$ cat config.mk
export PLATFORM = sky130hd
export DESIGN_NAME = debug_scanner
export DESIGN_NICKNAME = d
export VERILOG_FILES = /design/src/rtl/debug_pkg.sv /design/src/rtl/debug_sync.sv /design/src/rtl/debug_scanner.sv
export SDC_FILE = /design/constraint.sdc
export NUM_CORES = 1
export LEC_CHECK = 0
export BUFFER_PORTS_ARGS = -buffer_cell sky130_fd_sc_hd__buf_2
export CAP_MARGIN = 10
export CORE_UTILIZATION = 44
export DETAILED_ROUTE_END_ITERATION = 12
export GPL_TIMING_DRIVEN = 0
export PLACE_DENSITY = 0.66
export SYNTH_ARGS = -nofsm -noshare
export SYNTH_HDL_FRONTEND = slang
export SYNTH_HIERARCHICAL = 1
export SYNTH_SLANG_ARGS = --single-unit
$ cat constraint.sdc
create_clock -name CLK -period 2.3 [get_ports CLK]
set_input_delay 0.46 -clock CLK [delete_from_list [all_inputs] [get_ports CLK]]
set_output_delay 0.46 -clock CLK [all_outputs]
set_load 0.005 [all_outputs]
$ cat src/rtl/debug_pkg.sv
// Shared encodings for the memory debug scanner: operating modes and
// read-FSM states, plus a small helper used when deciding scan behaviour.
package debug_pkg;

  typedef enum logic [1:0] {
    MODE_MANUAL = 2'b00,
    MODE_AUTO   = 2'b01,
    MODE_STEP   = 2'b10,
    MODE_FREEZE = 2'b11
  } mode_e;

  typedef enum logic [1:0] {
    ST_IDLE = 2'b00,
    ST_REQ  = 2'b01,
    ST_WAIT = 2'b10
  } state_e;

  // AUTO and STEP walk the scan address; MANUAL and FREEZE do not.
  function automatic logic is_scan_mode(input mode_e m);
    return (m == MODE_AUTO) || (m == MODE_STEP);
  endfunction

endpackage

$ cat src/rtl/debug_sync.sv
// Two-flop synchroniser for asynchronous pins (switches, pushbuttons).
// Parameterised in width so the address switches and the step button
// share the same implementation.
module debug_sync #(
  parameter int WIDTH = 1
) (
  input  logic             CLK,
  input  logic             reset,
  input  logic [WIDTH-1:0] d,
  output logic [WIDTH-1:0] q
);

  logic [WIDTH-1:0] meta_q, meta_d;
  logic [WIDTH-1:0] sync_q, sync_d;

  // First stage captures the raw pin, second stage resolves metastability.
  always_comb begin
    meta_d = d;
    sync_d = meta_q;
  end

  // Both stages clear on reset so nothing spurious leaves the synchroniser.
  always_ff @(posedge CLK or negedge reset) begin
    if (!reset) begin
      meta_q <= '0;
      sync_q <= '0;
    end else begin
      meta_q <= meta_d;
      sync_q <= sync_d;
    end
  end

  assign q = sync_q;

endmodule

$ cat src/rtl/debug_scanner.sv
// Memory debug scanner: periodically (or on a button press) reads one word
// from a debug memory port and shows it on a multiplexed hex display.
// A pending-event slot lets one request queue up behind a busy read.
module debug_scanner
  import debug_pkg::*;
#(
  parameter int ADDR_W     = 11,
  parameter int DATA_W     = 8,
  parameter int TICK_W     = 23,
  parameter int MUX_W      = 10,
  parameter int ADDR_LIMIT = (1 << ADDR_W) - 1,
  parameter int TIMEOUT    = 15
) (
  input  logic                CLK,
  input  logic                reset,
  input  logic [1:0]          mode,
  input  logic [ADDR_W-1:0]   sw_addr,
  input  logic                step,
  output logic                mem_req,
  output logic [ADDR_W-1:0]   mem_addr,
  input  logic                mem_valid,
  input  logic [DATA_W-1:0]   mem_data,
  output logic [DATA_W-1:0]   disp_data,
  output logic [3:0]          digit_val,
  output logic [DATA_W/4-1:0] digit_sel,
  output logic                err,
  output logic                heartbeat
);

  localparam int NIB    = DATA_W / 4;
  localparam int WAIT_W = (TIMEOUT < 2) ? 1 : $clog2(TIMEOUT + 1);

  state_e              state_q, state_d;
  logic [TICK_W-1:0]   tick_cnt_q, tick_cnt_d;
  logic [MUX_W-1:0]    mux_cnt_q, mux_cnt_d;
  logic [NIB-1:0]      digit_sel_q, digit_sel_d;
  logic [ADDR_W-1:0]   scan_addr_q, scan_addr_d;
  logic [ADDR_W-1:0]   mem_addr_q, mem_addr_d;
  logic                pending_q, pending_d;
  logic [DATA_W-1:0]   disp_data_q, disp_data_d;
  logic                err_q, err_d;
  logic [WAIT_W-1:0]   wait_cnt_q, wait_cnt_d;
  logic                step_prev_q, step_prev_d;
  mode_e               mode_prev_q, mode_prev_d;

  logic [ADDR_W-1:0]   sw_addr_s;
  logic [0:0]          step_s;
  mode_e               mode_cur;
  logic                tick;
  logic                step_evt;
  logic                mode_enter;
  logic                read_evt;
  logic                issue;
  logic [ADDR_W-1:0]   scan_cur;
  logic [ADDR_W-1:0]   issue_addr;

  debug_sync #(.WIDTH(ADDR_W)) u_sync_addr (
    .CLK   (CLK),
    .reset (reset),
    .d     (sw_addr),
    .q     (sw_addr_s)
  );

  debug_sync #(.WIDTH(1)) u_sync_step (
    .CLK   (CLK),
    .reset (reset),
    .d     (step),
    .q     (step_s)
  );

  assign mode_cur = mode_e'(mode);

  // Free-running refresh and display-scan counters; digit enable rotates on
  // each scan-counter wrap (the shift pair also covers a single-digit display).
  always_comb begin
    tick_cnt_d  = tick_cnt_q + 1'b1;
    mux_cnt_d   = mux_cnt_q + 1'b1;
    tick        = &tick_cnt_q;
    digit_sel_d = digit_sel_q;
    if (&mux_cnt_q) begin
      digit_sel_d = (digit_sel_q << 1) | (digit_sel_q >> (NIB - 1));
    end
  end

  // Turn tick / step edges into read events and pick the address a read
  // would use right now; entering a scan mode restarts the walk at 0.
  always_comb begin
    step_prev_d = step_s[0];
    mode_prev_d = mode_cur;
    step_evt    = step_s[0] & ~step_prev_q;
    mode_enter  = (mode_cur != mode_prev_q) && is_scan_mode(mode_cur);
    read_evt    = 1'b0;
    case (mode_cur)
      MODE_MANUAL: read_evt = tick;
      MODE_AUTO:   read_evt = tick;
      MODE_STEP:   read_evt = step_evt;
      MODE_FREEZE: read_evt = 1'b0;
    endcase
    scan_cur   = mode_enter ? '0 : scan_addr_q;
    issue_addr = (mode_cur == MODE_MANUAL) ? sw_addr_s : scan_cur;
    issue      = (state_q == ST_IDLE) && (read_evt || pending_q)
                 && (mode_cur != MODE_FREEZE);
  end

  // Read FSM with its datapath: launch, hold the address, capture data or
  // give up after the timeout, and keep at most one event queued.
  always_comb begin
    state_d     = state_q;
    mem_req     = 1'b0;
    mem_addr_d  = mem_addr_q;
    scan_addr_d = scan_cur;
    disp_data_d = disp_data_q;
    err_d       = err_q;
    wait_cnt_d  = wait_cnt_q;
    pending_d   = pending_q;

    case (state_q)
      ST_IDLE: begin
        if (issue) begin
          state_d    = ST_REQ;
          mem_addr_d = issue_addr;
          pending_d  = 1'b0;
          if (is_scan_mode(mode_cur)) begin
            scan_addr_d = (scan_cur == ADDR_W'(ADDR_LIMIT)) ? '0 : scan_cur + 1'b1;
          end
        end
      end
      ST_REQ: begin
        mem_req    = 1'b1;
        wait_cnt_d = '0;
        state_d    = ST_WAIT;
      end
      ST_WAIT: begin
        wait_cnt_d = wait_cnt_q + 1'b1;
        if (mem_valid) begin
          disp_data_d = mem_data;
          err_d       = 1'b0;
          state_d     = ST_IDLE;
        end else if (wait_cnt_q == WAIT_W'(TIMEOUT - 1)) begin
          err_d   = 1'b1;
          state_d = ST_IDLE;
        end
      end
      default: state_d = ST_IDLE;
    endcase

    if ((state_q != ST_IDLE) && read_evt) begin
      pending_d = 1'b1;
    end
    if (mode_cur == MODE_FREEZE) begin
      pending_d = 1'b0;
    end
  end

  // Select the nibble of the displayed word that the active digit shows.
  always_comb begin
    digit_val = 4'h0;
    for (int i = 0; i < NIB; i++) begin
      if (digit_sel_q[i]) begin
        digit_val = disp_data_q[4*i +: 4];
      end
    end
  end

  // State register; reset abandons any read in flight.
  always_ff @(posedge CLK or negedge reset) begin
    if (!reset) begin
      state_q     <= ST_IDLE;
      tick_cnt_q  <= '0;
      mux_cnt_q   <= '0;
      digit_sel_q <= NIB'(1);
      scan_addr_q <= '0;
      mem_addr_q  <= '0;
      pending_q   <= 1'b0;
      disp_data_q <= '0;
      err_q       <= 1'b0;
      wait_cnt_q  <= '0;
      step_prev_q <= 1'b0;
      mode_prev_q <= MODE_MANUAL;
    end else begin
      state_q     <= state_d;
      tick_cnt_q  <= tick_cnt_d;
      mux_cnt_q   <= mux_cnt_d;
      digit_sel_q <= digit_sel_d;
      scan_addr_q <= scan_addr_d;
      mem_addr_q  <= mem_addr_d;
      pending_q   <= pending_d;
      disp_data_q <= disp_data_d;
      err_q       <= err_d;
      wait_cnt_q  <= wait_cnt_d;
      step_prev_q <= step_prev_d;
      mode_prev_q <= mode_prev_d;
    end
  end

  assign mem_addr  = mem_addr_q;
  assign disp_data = disp_data_q;
  assign digit_sel = digit_sel_q;
  assign err       = err_q;
  assign heartbeat = tick_cnt_q[TICK_W-1];

endmodule

**Word-level counts from Yosys, hierarchy flattened**

Cells that the tools add are included.

- Bits in registers: 100
- Output and inout bits: 28
- Word-level logic and storage cells: 76

- $add $sub $neg: 4
- Equality and inequality tests: 11
- Mux-type cells: 21
- Bitwise logic cells: 3
- Reductions and logical operators: 21

Operators with widths:

| cell | number |
|---|---|
| 11-bit two-way mux | 6 |
| 23-bit by 1-bit adder with 23-bit output, second input constant | 1 |
| 23-bit AND reduction | 1 |
| 11-bit by 1-bit adder with 11-bit output, second input constant | 1 |
| 11-bit equality test, second input constant | 1 |
| 10-bit by 1-bit adder with 10-bit output, second input constant | 1 |
| 10-bit AND reduction | 1 |
| 2-bit AND reduction | 5 |
| 4-bit two-way mux | 2 |
| 4-bit case mux with 2 select lines | 1 |
| 1-bit two-way mux | 7 |
| 2-bit equality test, second input constant | 3 |
| 2-bit two-way mux | 3 |
| 2-bit case mux with 3 select lines | 1 |
| 2-bit nonzero test | 3 |
| 3-bit nonzero test | 2 |
| 4-bit by 1-bit adder with 4-bit output, second input constant | 1 |
| 2-bit by 1-bit equality test with 1-bit output, second input constant | 2 |
| 4-bit equality test, second input constant | 1 |
| 1-bit logical AND | 4 |
| 2-bit logical NOT | 2 |
| 2-bit != test, second input constant | 2 |
| 3-bit != test, second input constant | 1 |
| 1-bit case mux with 3 select lines | 1 |
| other kinds (6) | 7 |

**Longest topological paths before layout**

Gate-level depths: netlist of the first run.

- Depth after elaboration: 10
- Depth in mapped cells: 12
- Gate-level depth less buffers: 11

**By module**

The synthesis of the first run kept the hierarchy.

Modules (own cells, without submodules):

| module | instances | cells an instance | area an instance (um^2) |
|---|---|---|---|
| debug_scanner | 1 | 344 | 3678.5 |
| debug_sync at u_sync_addr | 1 | 22 | 550.5 |
| debug_sync at u_sync_step | 1 | 2 | 50.0 |

**Worst setup path after synthesis of the first run**

Ideal clock, no wire load.

- Path kind: input -> register
- Start point: input port mode[0]
- End point: register scan_addr_q[3]
- Library setup time: 0.120 ns
- Arrival: 2.428 ns
- Path slack: -0.248 ns
- Cell stages on the path: 11
- Buffers on the path: 1
- Path through: inv_1 > ha_1 > o21ai_0 > clkbuf_1 > nand2_1 > inv_1 > ha_1 > nand3_1 > nor4_1 > o21ai_0 > a31o_2

- Word-level cells in the longest chain between the ends: 9

RTL lines:

| element | line | source |
|---|---|---|
| from (decl) | debug_scanner.sv:16 | `input logic [1:0] mode,` |
| 2-bit by 1-bit equality test with 1-bit output / 2-bit equality test (equally long branches) | debug_pkg.sv:20, debug_scanner.sv:93 |  |
| 1-bit logical OR | debug_pkg.sv:20 | `return (m == MODE_AUTO) \|\| (m == MODE_STEP);` |
| 1-bit logical AND | debug_scanner.sv:91 | `mode_enter = (mode_cur != mode_prev_q) && is_scan_mode(mode_cur);` |
| 11-bit two-way mux | debug_scanner.sv:99 | `scan_cur = mode_enter ? '0 : scan_addr_q;` |
| 11-bit by 1-bit adder with 11-bit output / 11-bit equality test (equally long branches) | debug_scanner.sv:124 | `scan_addr_d = (scan_cur == ADDR_W'(ADDR_LIMIT)) ? '0 : scan_cur + 1'b1;` |
| 11-bit two-way mux | debug_scanner.sv:124 |  |
| 11-bit two-way mux | debug_scanner.sv:123 | `if (is_scan_mode(mode_cur)) begin` |
| 11-bit two-way mux | debug_scanner.sv:119 | `if (issue) begin` |
| 11-bit two-way mux * | debug_scanner.sv:117 | `case (state_q)` |
| net scan_addr_d[3] | debug_scanner.sv:37 | `logic [ADDR_W-1:0] scan_addr_q, scan_addr_d;` |
| to (signal assigned) | debug_scanner.sv:185 | `scan_addr_q <= scan_addr_d;` |
| to (decl) | debug_scanner.sv:37 |  |

The timed path passes the listed nets; every way through them passes the cells marked *.
A chain may end at the register's enable or synchronous reset.

**Final worst setup path of the first run**

- Start point: register mode_prev_q[1]
- End point: register scan_addr_q[3]

- Word-level cells in the longest chain between the ends: 8

RTL lines:

| element | line | source |
|---|---|---|
| from (decl) | debug_scanner.sv:44 | `mode_e mode_prev_q, mode_prev_d;` |
| from (signal assigned) | debug_scanner.sv:192 | `mode_prev_q <= mode_prev_d;` |
| 2-bit != test * | debug_scanner.sv:91 |  |
| 1-bit logical AND * | debug_scanner.sv:91 |  |
| 11-bit two-way mux * | debug_scanner.sv:99 |  |
| 11-bit by 1-bit adder with 11-bit output / 11-bit equality test (equally long branches) | debug_scanner.sv:124 |  |
| 11-bit two-way mux | debug_scanner.sv:124 |  |
| 11-bit two-way mux | debug_scanner.sv:123 |  |
| 11-bit two-way mux | debug_scanner.sv:119 |  |
| 11-bit two-way mux * | debug_scanner.sv:117 |  |
| net scan_addr_d[3] | debug_scanner.sv:37 |  |

Marked as above.

==> results.cfg, run 1 <==
[sta]
max_freq_mhz = 447
setup_viol = 0
finalClockSkew_ns = 0.0105
timing.final.ws_setup_ns = 0.0608
tightest_slew_ns = 0.754
max-slew-margin-rel = 0.496
final.min_clock_period_ns = 2.24
worst_hold_slack_ns = 0.0894
grt_setup_unrepaired = true
drv_slew = 0
hold_viol_final = 0
final.period_utilization = 0.974

[cts]
cts_root_buffer = clkbuf_8
clkTransAtPathRegs_ns = 0.10
numClockSinks = 100
clk-insertion-delay-late_ns = 0.36
ctsHtreeMaxLevel = 3
tritoncts = done
cts_buffer_depth = 2
cts-buffers-inserted = 9
cts_hold_buf = 0

[synthesis]
synth_fp_nets = 405
yosysMostFrequentCell = dfrtp_1
synth_top_cell_by_area = dfrtp_1
yosysSeqAreaShare = 0.585
synth_enable_flop_cells = 0
synthTopCellsByArea = dfrtp_1, xnor2_1, ha_1
synth_ff_type = dfrtp_1
async_reset_ff_frac = 1.00
synth_cells = 368
synth_area_mm2 = 0.00428
synth_compound_area_frac = 0.0947
ys_top_cells_by_count = dfrtp_1, nand2_1, nand3_1, xnor2_1, inv_1
synth_top_area_share = 0.579
synth_top_family_by_area = simple AND/OR/NAND/NOR gates
synthMuxAreaShare = 0.0339
synth_xor_area_frac = 0.0635
synthSimpleGateAreaFrac = 0.159
ys_types = 51
synthAdderAreaFrac = 0.0351
ys_warn_count = 6
postSynthAreaPerCell_um2 = 11.6
ys_ff_latch = 100

[floorplan]
die-area_mm2 = 0.0101
fp.dieH_um = 101
ioPinCount = 53
rows = 35
start_util = 0.459
core_mm2 = 0.00933
die_w_um = 101

[routing]
wl_per_cell_um = 13.8
vias = 2971
dr.pass1.iters = 5
first_iter_violations = 101
wl_um = 7930
drc = 0
ant_nets = 0
avgViaCountPerCell = 5.16

[finish]
fin_area_mm2 = 0.00511
drive_gt1_frac = 0.262
area_growth_syn_to_layout_pct = 19.3
insertedDiodeCount = 0
nets = 479

[global_routing]
grt_use_total = 0.171
grt_pass1_wl_um = 13600
grt_remaining_overflow = 0
grt_pass1_vias = 2937
grt_max_degree = 56
antenna_found_initial = 0

[worst_setup_path]
cp_data_required_time_ns = 2.56
path_class = flip-flop to flip-flop
critPathMaxStageDelay_ns = 0.41
slowest_stage = dfrtp_1
crit_chain = xor2_2 > o21ai_2 > buf_8 > nand2_4 > inv_4 > ha_4 > nand3_4 > nor4_4 > o21ai_0 > a31o_2
cp_num_buf_inv = 2
crit_path_end_kind = flip-flop
path_max_fanout = 6
critPathLaunchType = flip-flop
cpLargestDelayFamily = compound AO/OA/AOI/OAI gates
cp.arrival_ns = 2.50

[outcome]
outcome = finished, final reports clean

[power]
p_leak_nw = 2.39
power_density_mw_per_mm2 = 795
irDropWorstVdd_mv = 0.512

[worst_hold_path]
hold_path_class = input port to async pin

[job]
maxCapViolCount = 0

[place]
place_area_mm2 = 0.00478
post-dp-hpwl_um = 5490
io_buffer_count = 52
place_congestion = 0.776
pre_cts_ws_ns = -0.449
==> worst reg2reg max path, cell delays in order, from the launching register on <==
cell,delay (ns)
dfrtp_1,0.41
xor2_2,0.16
o21ai_2,0.23
buf_8,0.15
nand2_4,0.06
inv_4,0.07
ha_4,0.15
nand3_4,0.10
nor4_4,0.40
o21ai_0,0.14
a31o_2,0.27
==> cell type report <==
| cell class | instances | area [um2] |
|---|---|---|
| fillers | 806 | 4220 |
| flip-flops and latches | 100 | 2500 |
| multi-input cells | 239 | 1730 |
| repair buffers | 63 | 369 |
| clock buffers | 11 | 141 |
| well taps | 129 | 161 |
| inverters | 19 | 73.8 |
| plain buffers | 10 | 62.6 |
| clock inverters | 5 | 60.1 |
==> timing repair <==
item,in CTS,in global routing
setup endpoints to repair,6,8
buffers inserted,3,7
resized for setup,0,16
pin swaps,2,6
==> path summary, 6_finish.rpt <==
check,from,to,slack [ns],cells after the start
hold reg to reg,u_sync_addr/meta_q[5],u_sync_addr/q[5],0.35,0
min in group CLK,sw_addr[1],u_sync_addr/meta_q[1],0.20,1
setup reg to reg,mode_prev_q[1],scan_addr_q[3],0.06,10
hold / removal,reset,tick_cnt_q[9],0.09,1
max in group asynchronous,reset,digit_sel[0],1.49,2
setup / recovery,mode_prev_q[1],scan_addr_q[3],0.06,10
==> per-layer routing <==
layer  global-route usage  wire [um]  part of all wire  vias to the layer above
li1                     -          -                 -                     1440
met1                0.225       3660              0.46                     1475
met2                0.283       3890              0.49                       48
met3               0.0340        265             0.033                        8
met4               0.0602        113             0.014                        0
met5                    0          0                 0                        -
==> per-stage QoR <==
stage	power, mW	utilization	TNS [ns]	std cells
finish	4.06	0.547	0	576
global route	4.31	0.547	-0.279	576
CTS	4.09	0.536	0	569
detailed placement	2.96	0.512	-2.49	550
global placement	2.91	0.509	-26.59	549
floorplan	2.59	-	0	368
==> registers in the layout (all words and copies together), names as in the netlist, 4 cells and up <==
| signal | flops |
|---|---|
| wait_cnt_q | 4 |
| tick_cnt_q | 23 |
| mux_cnt_q | 10 |
| scan_addr_q | 11 |
| u_sync_addr/q | 11 |
| mem_addr | 11 |
| disp_data | 8 |
| u_sync_addr/meta_q | 11 |
==> report_power, final <==
group	switching, mW	internal [mW]	total (mW)
Sequential	0.134	1.99	2.12
Combinational	0.397	0.415	0.811
Clock	0.594	0.537	1.13
Total	1.12	2.94	4.06
==> cells in the final DEF (no fill, tap or decap), types with 6 or more instances in the layout <==
master / synthesis / layout
dfrtp_1: 99 / 99
buf_2: 2 / 53
nand2_1: 40 / 38
xnor2_1: 21 / 21
nand3_1: 21 / 20
inv_1: 19 / 17
nor2_1: 17 / 16
nand4_1: 12 / 12
mux2_2: 12 / 12
buf_4: 1 / 11
and3_1: 10 / 10
ha_1: 12 / 10
clkbuf_8: 0 / 10
xor2_1: 10 / 9
a31oi_1: 9 / 9
o21ai_0: 10 / 7
clkbuf_1: 6 / 6
o211ai_1: 6 / 6
o21a_1: 6 / 6
nand3b_1: 6 / 6
==> logic make-up (layout without fill, tap and decap cells) <==
group	count (synthesis)	count (layout)
xor gates and xnor gates	31	31
adders and majority gates	12	12
AOI/OAI and AO/OA	56	56
DFF	100	100
and+or+nand+nor	127	127
buffers and inverters	29	108
muxes	13	13
Note: power is estimated with default switching activity, not from simulation.
==> run 2, diff against run 1 <==
ABC_AREA = 1   (was not set)
CTS_BUF_LIST = sky130_fd_sc_hd__clkbuf_8 sky130_fd_sc_hd__clkbuf_16   (was not set)
GPL_TIMING_DRIVEN = 1   (was 0)
==> run 2 against run 1 <==
  * Sequential power about the same
  * Hold slack worse by 0.020 ns
  * First-iteration DRC count down 19%
  * Global-route usage down 0.095 points
  * Non-clock buffer count down 14
  * Die area down 1.0%
  * Clock-buffer cell count down 2
  * Power down 4.2%
  * Largest cell class unchanged
  * Largest power group unchanged
==> results.cfg, run 2 <==
[place]
post-dp-hpwl_um = 5500
pre_cts_ws_ns = 0.0585
place_congestion = 0.804
io_buffer_count = 52

[global_routing]
grt_max_degree = 39
antenna_found_initial = 0
grt_pass1_wl_um = 13400
grt_pass1_vias = 3008
grt_use_total = 0.170
grt_remaining_overflow = 0

[power]
power_frac_seq = 0.537
swShare = 0.290
clkPwrFrac = 0.284
irDropWorstVdd_mv = 0.366
power.total_mw = 3.89
intPower_mw = 2.76
p_sw_mw = 1.13
p_comb_frac = 0.179
p_leak_nw = 2.61
power_density_mw_per_mm2 = 794

[sta]
finalClockSkew_ns = 0.00760
setup_viol = 0
max-slew-margin-rel = 0.649
grt_setup_unrepaired = false
final.period_utilization = 0.878
max_freq_mhz = 495
fin_tns_setup_ns = 0
worst_hold_slack_ns = 0.0698
timing.final.ws_setup_ns = 0.282
hold_viol_final = 0
drv_slew = 0
final.min_clock_period_ns = 2.02
tightest_slew_ns = 0.526

[synthesis]
synth_top_cell_by_area = dfrtp_1
synth_top_area_share = 0.585
synth_cells = 438
ys_types = 33
synth_area_mm2 = 0.00424
synth_ff_type = dfrtp_1
synthTopCellsByArea = dfrtp_1, nand2_1, xor2_1
ys_ff_latch = 100
async_reset_ff_frac = 1.00
ys_warn_count = 6
ys_top_cells_by_count = nand2_1, dfrtp_1, inv_1
yosysSeqAreaShare = 0.591
postSynthAreaPerCell_um2 = 9.67
synth_enable_flop_cells = 0
yosysMostFrequentCell = nand2_1
synth_fp_nets = 475

[finish]
drive_gt1_frac = 0.179
area_growth_syn_to_layout_pct = 15.8
layout_common_cells = nand2_1, dfrtp_1, buf_2
regArea_mm2 = 0.00250
largest_reg_flops = 23
insertedDiodeCount = 0
multi_input_area_mm2 = 0.00154
final_common_cell = nand2_1
nets = 540
utilization = 0.528
regMostFlops = tick_cnt_q
fillers = 870

[routing]
avgViaCountPerCell = 4.70
wl_um = 7620
wl_per_cell_um = 12.0
drc = 0
ant_nets = 0
dr.pass1.iters = 4
vias = 2996
first_iter_violations = 82

[outcome]
outcome = finished, final reports clean

[cts]
cts_resized = 0
numClockSinks = 100
tritoncts = done
cts_setup_buffers = 0
clkTransAtPathRegs_ns = 0.09
cts_root_buffer = clkbuf_8
ctsHtreeMaxLevel = 3
cts_hold_buf = 0
clk-insertion-delay-late_ns = 0.36
cts_buffer_depth = 2
cts-buffers-inserted = 9

[job]
maxCapViolCount = 0

[worst_setup_path]
r2r_slack_ns = 0.28
reg2reg_from = tick_cnt_q[0]
path_class = flip-flop to flip-flop
critPathLaunchType = flip-flop
r2r-end = scan_addr_q[3]
r2r_cells = 13
crit_path_end_kind = flip-flop
cp.arrival_ns = 2.28
path_max_fanout = 16
cp_data_required_time_ns = 2.56

[floorplan]
ioPinCount = 53
rows = 35
core_mm2 = 0.00928
start_util = 0.456
die_w_um = 100
fp.dieH_um = 100
die-area_mm2 = 0.0100

[worst_hold_path]
hold_path_class = input port to async pin
==> run 2: cell types whose count changed after synthesis, sizes merged, moves of 8 or more <==
cell	previous run	this run
nand2	41	140
inv	19	42
nand3	21	33
xnor2	21	9
xor2	10	22
mux2	12	1
nor2	17	28
and3	10	0
a31oi	9	0
nand4	14	6
o21ai	10	18
==> run 2: worst max path at each step <==
stage                              from             end  slack [ns]  cells after the start
after floorplan                 mode[0]  scan_addr_q[6]        0.15                     13
after global placement          mode[0]  scan_addr_q[6]        0.15                     13
after detailed placement        mode[0]  scan_addr_q[6]        0.06                     13
after CTS                 tick_cnt_q[0]  scan_addr_q[3]        0.27                     13
after global routing      tick_cnt_q[0]  scan_addr_q[3]        0.11                     13
final                     tick_cnt_q[0]  scan_addr_q[3]        0.28                     13
==> run 2: worst max-delay path: stages (launching register included) <==
cell,delay (ns)
dfrtp_1,0.38
ha_1,0.20
nand2_1,0.09
nor2_2,0.14
nand2_2,0.13
nor2_4,0.15
nand3_2,0.08
nand2_2,0.09
nand2_4,0.17
inv_2,0.14
buf_4,0.20
nand2_1,0.07
nand2_1,0.05
inv_1,0.03
==> run 2: stage by stage <==
stage                     cells  cell area (um2)
final                       637             4900
after global routing        637             4900
after CTS                   637             4900
after detailed placement    621             4710
after global placement      621             4710
after floorplan             438             4240
==> run 2: cell families (layout without fill, tap and decap cells) <==
kind of cell	Yosys count	in the layout	synth area share
compound gates	30	30	0.0378
xor+xnor	31	31	0.0641
fa+ha+maj	12	12	0.0354
buf+inv	48	118	0.0455
flops	100	100	0.591
mux	1	1	0.00266
simple gates	216	216	0.223
==> run 2: area by class of cell <==
class,count,area share
flip-flops and latches,100,0.511
multi-input cells,290,0.314
inverters,43,0.0329
repair buffers,59,0.0694
well taps,129,0.0329
clock buffers,9,0.0253
clock inverters,7,0.0151
==> run 2: power by group through the flow <==
stage / logic [mW] / registers, mW / clock network (mW)
after global routing: 0.804 / 2.12 / 1.23
after floorplan: 0.383 / 2.12 / 0
after global placement: 0.688 / 2.12 / 0
after CTS: 0.712 / 2.09 / 1.15
final: 0.696 / 2.09 / 1.11
after detailed placement: 0.711 / 2.12 / 0
==> run 2: per-layer routing <==
metal / track usage / vias up / share of wire
met5: 0 / - / 0
met4: 0.0479 / 0 / 0.014
met3: 0.0425 / 13 / 0.035
met2: 0.290 / 61 / 0.49
met1: 0.216 / 1413 / 0.46
li1: - / 1509 / -
==> run 3, diff against run 2 <==
PLACE_DENSITY = not set   (was 0.66)
PLACE_DENSITY_LB_ADDON = 0.2   (was not set)
==> run 3 against run 2 <==
  * Cell area down 0.28%
  * Sequential power about the same
  * Highest routed layer unchanged
  * Hold slack lost 0.033 ns
  * Die area stayed put
  * First-iteration DRC count unchanged
==> results.cfg, run 3 (synthesis results as in run 2) <==
[sta]
max-slew-margin-rel = 0.678
drv_slew = 0
finalClockSkew_ns = 0.0128
fin_tns_setup_ns = 0
grt_setup_unrepaired = false
final.period_utilization = 0.870
timing.final.ws_setup_ns = 0.299
setup_viol = 0
max_freq_mhz = 500
tightest_slew_ns = 0.479
hold_viol_final = 0
final.min_clock_period_ns = 2.00

[finish]
insertedDiodeCount = 0
drive_gt1_frac = 0.182
regMostFlops = tick_cnt_q
area_growth_syn_to_layout_pct = 15.5
final_common_cell = nand2_1
fillers = 868
final_cells = 639
multi_input_area_mm2 = 0.00154
utilization = 0.527
nets = 542
layout_common_cells = nand2_1, dfrtp_1, buf_2
regArea_mm2 = 0.00250
fin_area_mm2 = 0.00489
largest_reg_flops = 23

[routing]
vias = 2919
first_iter_violations = 82
drc = 0
dr.pass1.iters = 4
avgViaCountPerCell = 4.57
wl_per_cell_um = 11.9
ant_nets = 0
wl_um = 7630

[worst_setup_path]
cp_num_buf_inv = 1
slowest_stage = dfrtp_1
critPathMaxStageDelay_ns = 0.38
crit_chain = ha_1 > nand2_1 > nor2_2 > nand2_2 > nor2_4 > nand3_2 > nand2_2 > nand2_4 > buf_4 > nor2_2 > nand3_1 > nand2_1 > nor2_1
reg2reg_from = tick_cnt_q[0]
cpLargestDelayFamily = simple AND/OR/NAND/NOR gates
critPathLaunchType = flip-flop
path_max_fanout = 9
r2r_cells = 13
cp.arrival_ns = 2.26
r2r_slack_ns = 0.30
cp_data_required_time_ns = 2.56
path_class = flip-flop to flip-flop
r2r-end = scan_addr_q[9]
crit_path_end_kind = flip-flop

[cts]
cts_buffer_depth = 2
ctsHtreeMaxLevel = 3
cts_setup_buffers = 0
cts_resized = 0
numClockSinks = 100
clkTransAtPathRegs_ns = 0.10
cts_hold_buf = 0
tritoncts = done
clk-insertion-delay-late_ns = 0.37
cts-buffers-inserted = 9
cts_root_buffer = clkbuf_8

[floorplan]
fp.dieH_um = 100
ioPinCount = 53
die_w_um = 100
core_mm2 = 0.00928
rows = 35
die-area_mm2 = 0.0100
start_util = 0.456

[global_routing]
grt_use_total = 0.169
antenna_found_initial = 0
grt_pass1_vias = 2967
grt_pass1_wl_um = 13200
grt_remaining_overflow = 0
grt_max_degree = 39

[place]
io_buffer_count = 52
place_congestion = 0.856
numPlacedInstances = 623
place_area_mm2 = 0.00471
post-dp-hpwl_um = 5490
pre_cts_ws_ns = 0.0931

[outcome]
outcome = finished, final reports clean

[power]
clkPwrFrac = 0.272
p_sw_mw = 1.17
swShare = 0.305
power_density_mw_per_mm2 = 785
irDropWorstVdd_mv = 0.462
intPower_mw = 2.67
power_frac_seq = 0.546
p_comb_frac = 0.182
p_leak_nw = 2.60

[worst_hold_path]
hold_path_class = input port to async pin

[job]
maxCapViolCount = 0
==> run 3: final cells by class <==
type,count,area share
clock inverters,7,0.0118
clock buffers,9,0.0253
repair buffers,61,0.0701
inverters,43,0.0330
flip-flops and latches,100,0.512
well taps,129,0.0330
multi-input cells,290,0.315
==> run 3: layer usage <==
metal  track usage  wire length (um)  vias up  part of all wire
li1              -                 -     1504                 -
met5             0                 0        -                 0
met4        0.0669               104        0             0.014
met2         0.281              3580       53              0.47
met3        0.0397               313       10             0.041
met1         0.214              3630     1352              0.48
==> run 3: how the worst max path moves through the flow <==
| stage | start | end | slack (ns) | cells past startpoint |
|---|---|---|---|---|
| 2_1_floorplan | mode[0] | scan_addr_q[6] | 0.15 | 13 |
| 3_3_place_gp | mode[0] | scan_addr_q[3] | 0.14 | 14 |
| 3_5_place_dp | mode[1] | scan_addr_q[3] | 0.09 | 14 |
| 4_1_cts | tick_cnt_q[0] | scan_addr_q[7] | 0.27 | 12 |
| 5_1_grt | tick_cnt_q[0] | scan_addr_q[7] | 0.08 | 12 |
| 6_report | tick_cnt_q[0] | scan_addr_q[9] | 0.30 | 13 |
==> run 3: worst reg2reg max path, stage by stage, from the launching register on <==
cell     delay, ns
dfrtp_1       0.38
ha_1          0.20
nand2_1       0.09
nor2_2        0.14
nand2_2       0.12
nor2_4        0.14
nand3_2       0.08
nand2_2       0.09
nand2_4       0.12
buf_4         0.21
nor2_2        0.15
nand3_1       0.08
nand2_1       0.06
nor2_1        0.04
==> run 3: per-stage QoR <==
stage	hold WS [ns]	total power [mW]
2_1_floorplan	0.164	2.50
3_3_place_gp	0.333	2.81
3_5_place_dp	0.335	2.84
4_1_cts	0.0496	3.89
5_1_grt	0.0559	4.09
6_report	0.0372	3.84
==> run 3: power groups by stage <==
stage / Sequential, mW / Clock (mW) / Combinational (mW)
final: 2.09 / 1.04 / 0.700
after global placement: 2.12 / 0 / 0.691
after global routing: 2.12 / 1.16 / 0.814
after CTS: 2.09 / 1.09 / 0.713
after detailed placement: 2.12 / 0 / 0.712
after floorplan: 2.12 / 0 / 0.383
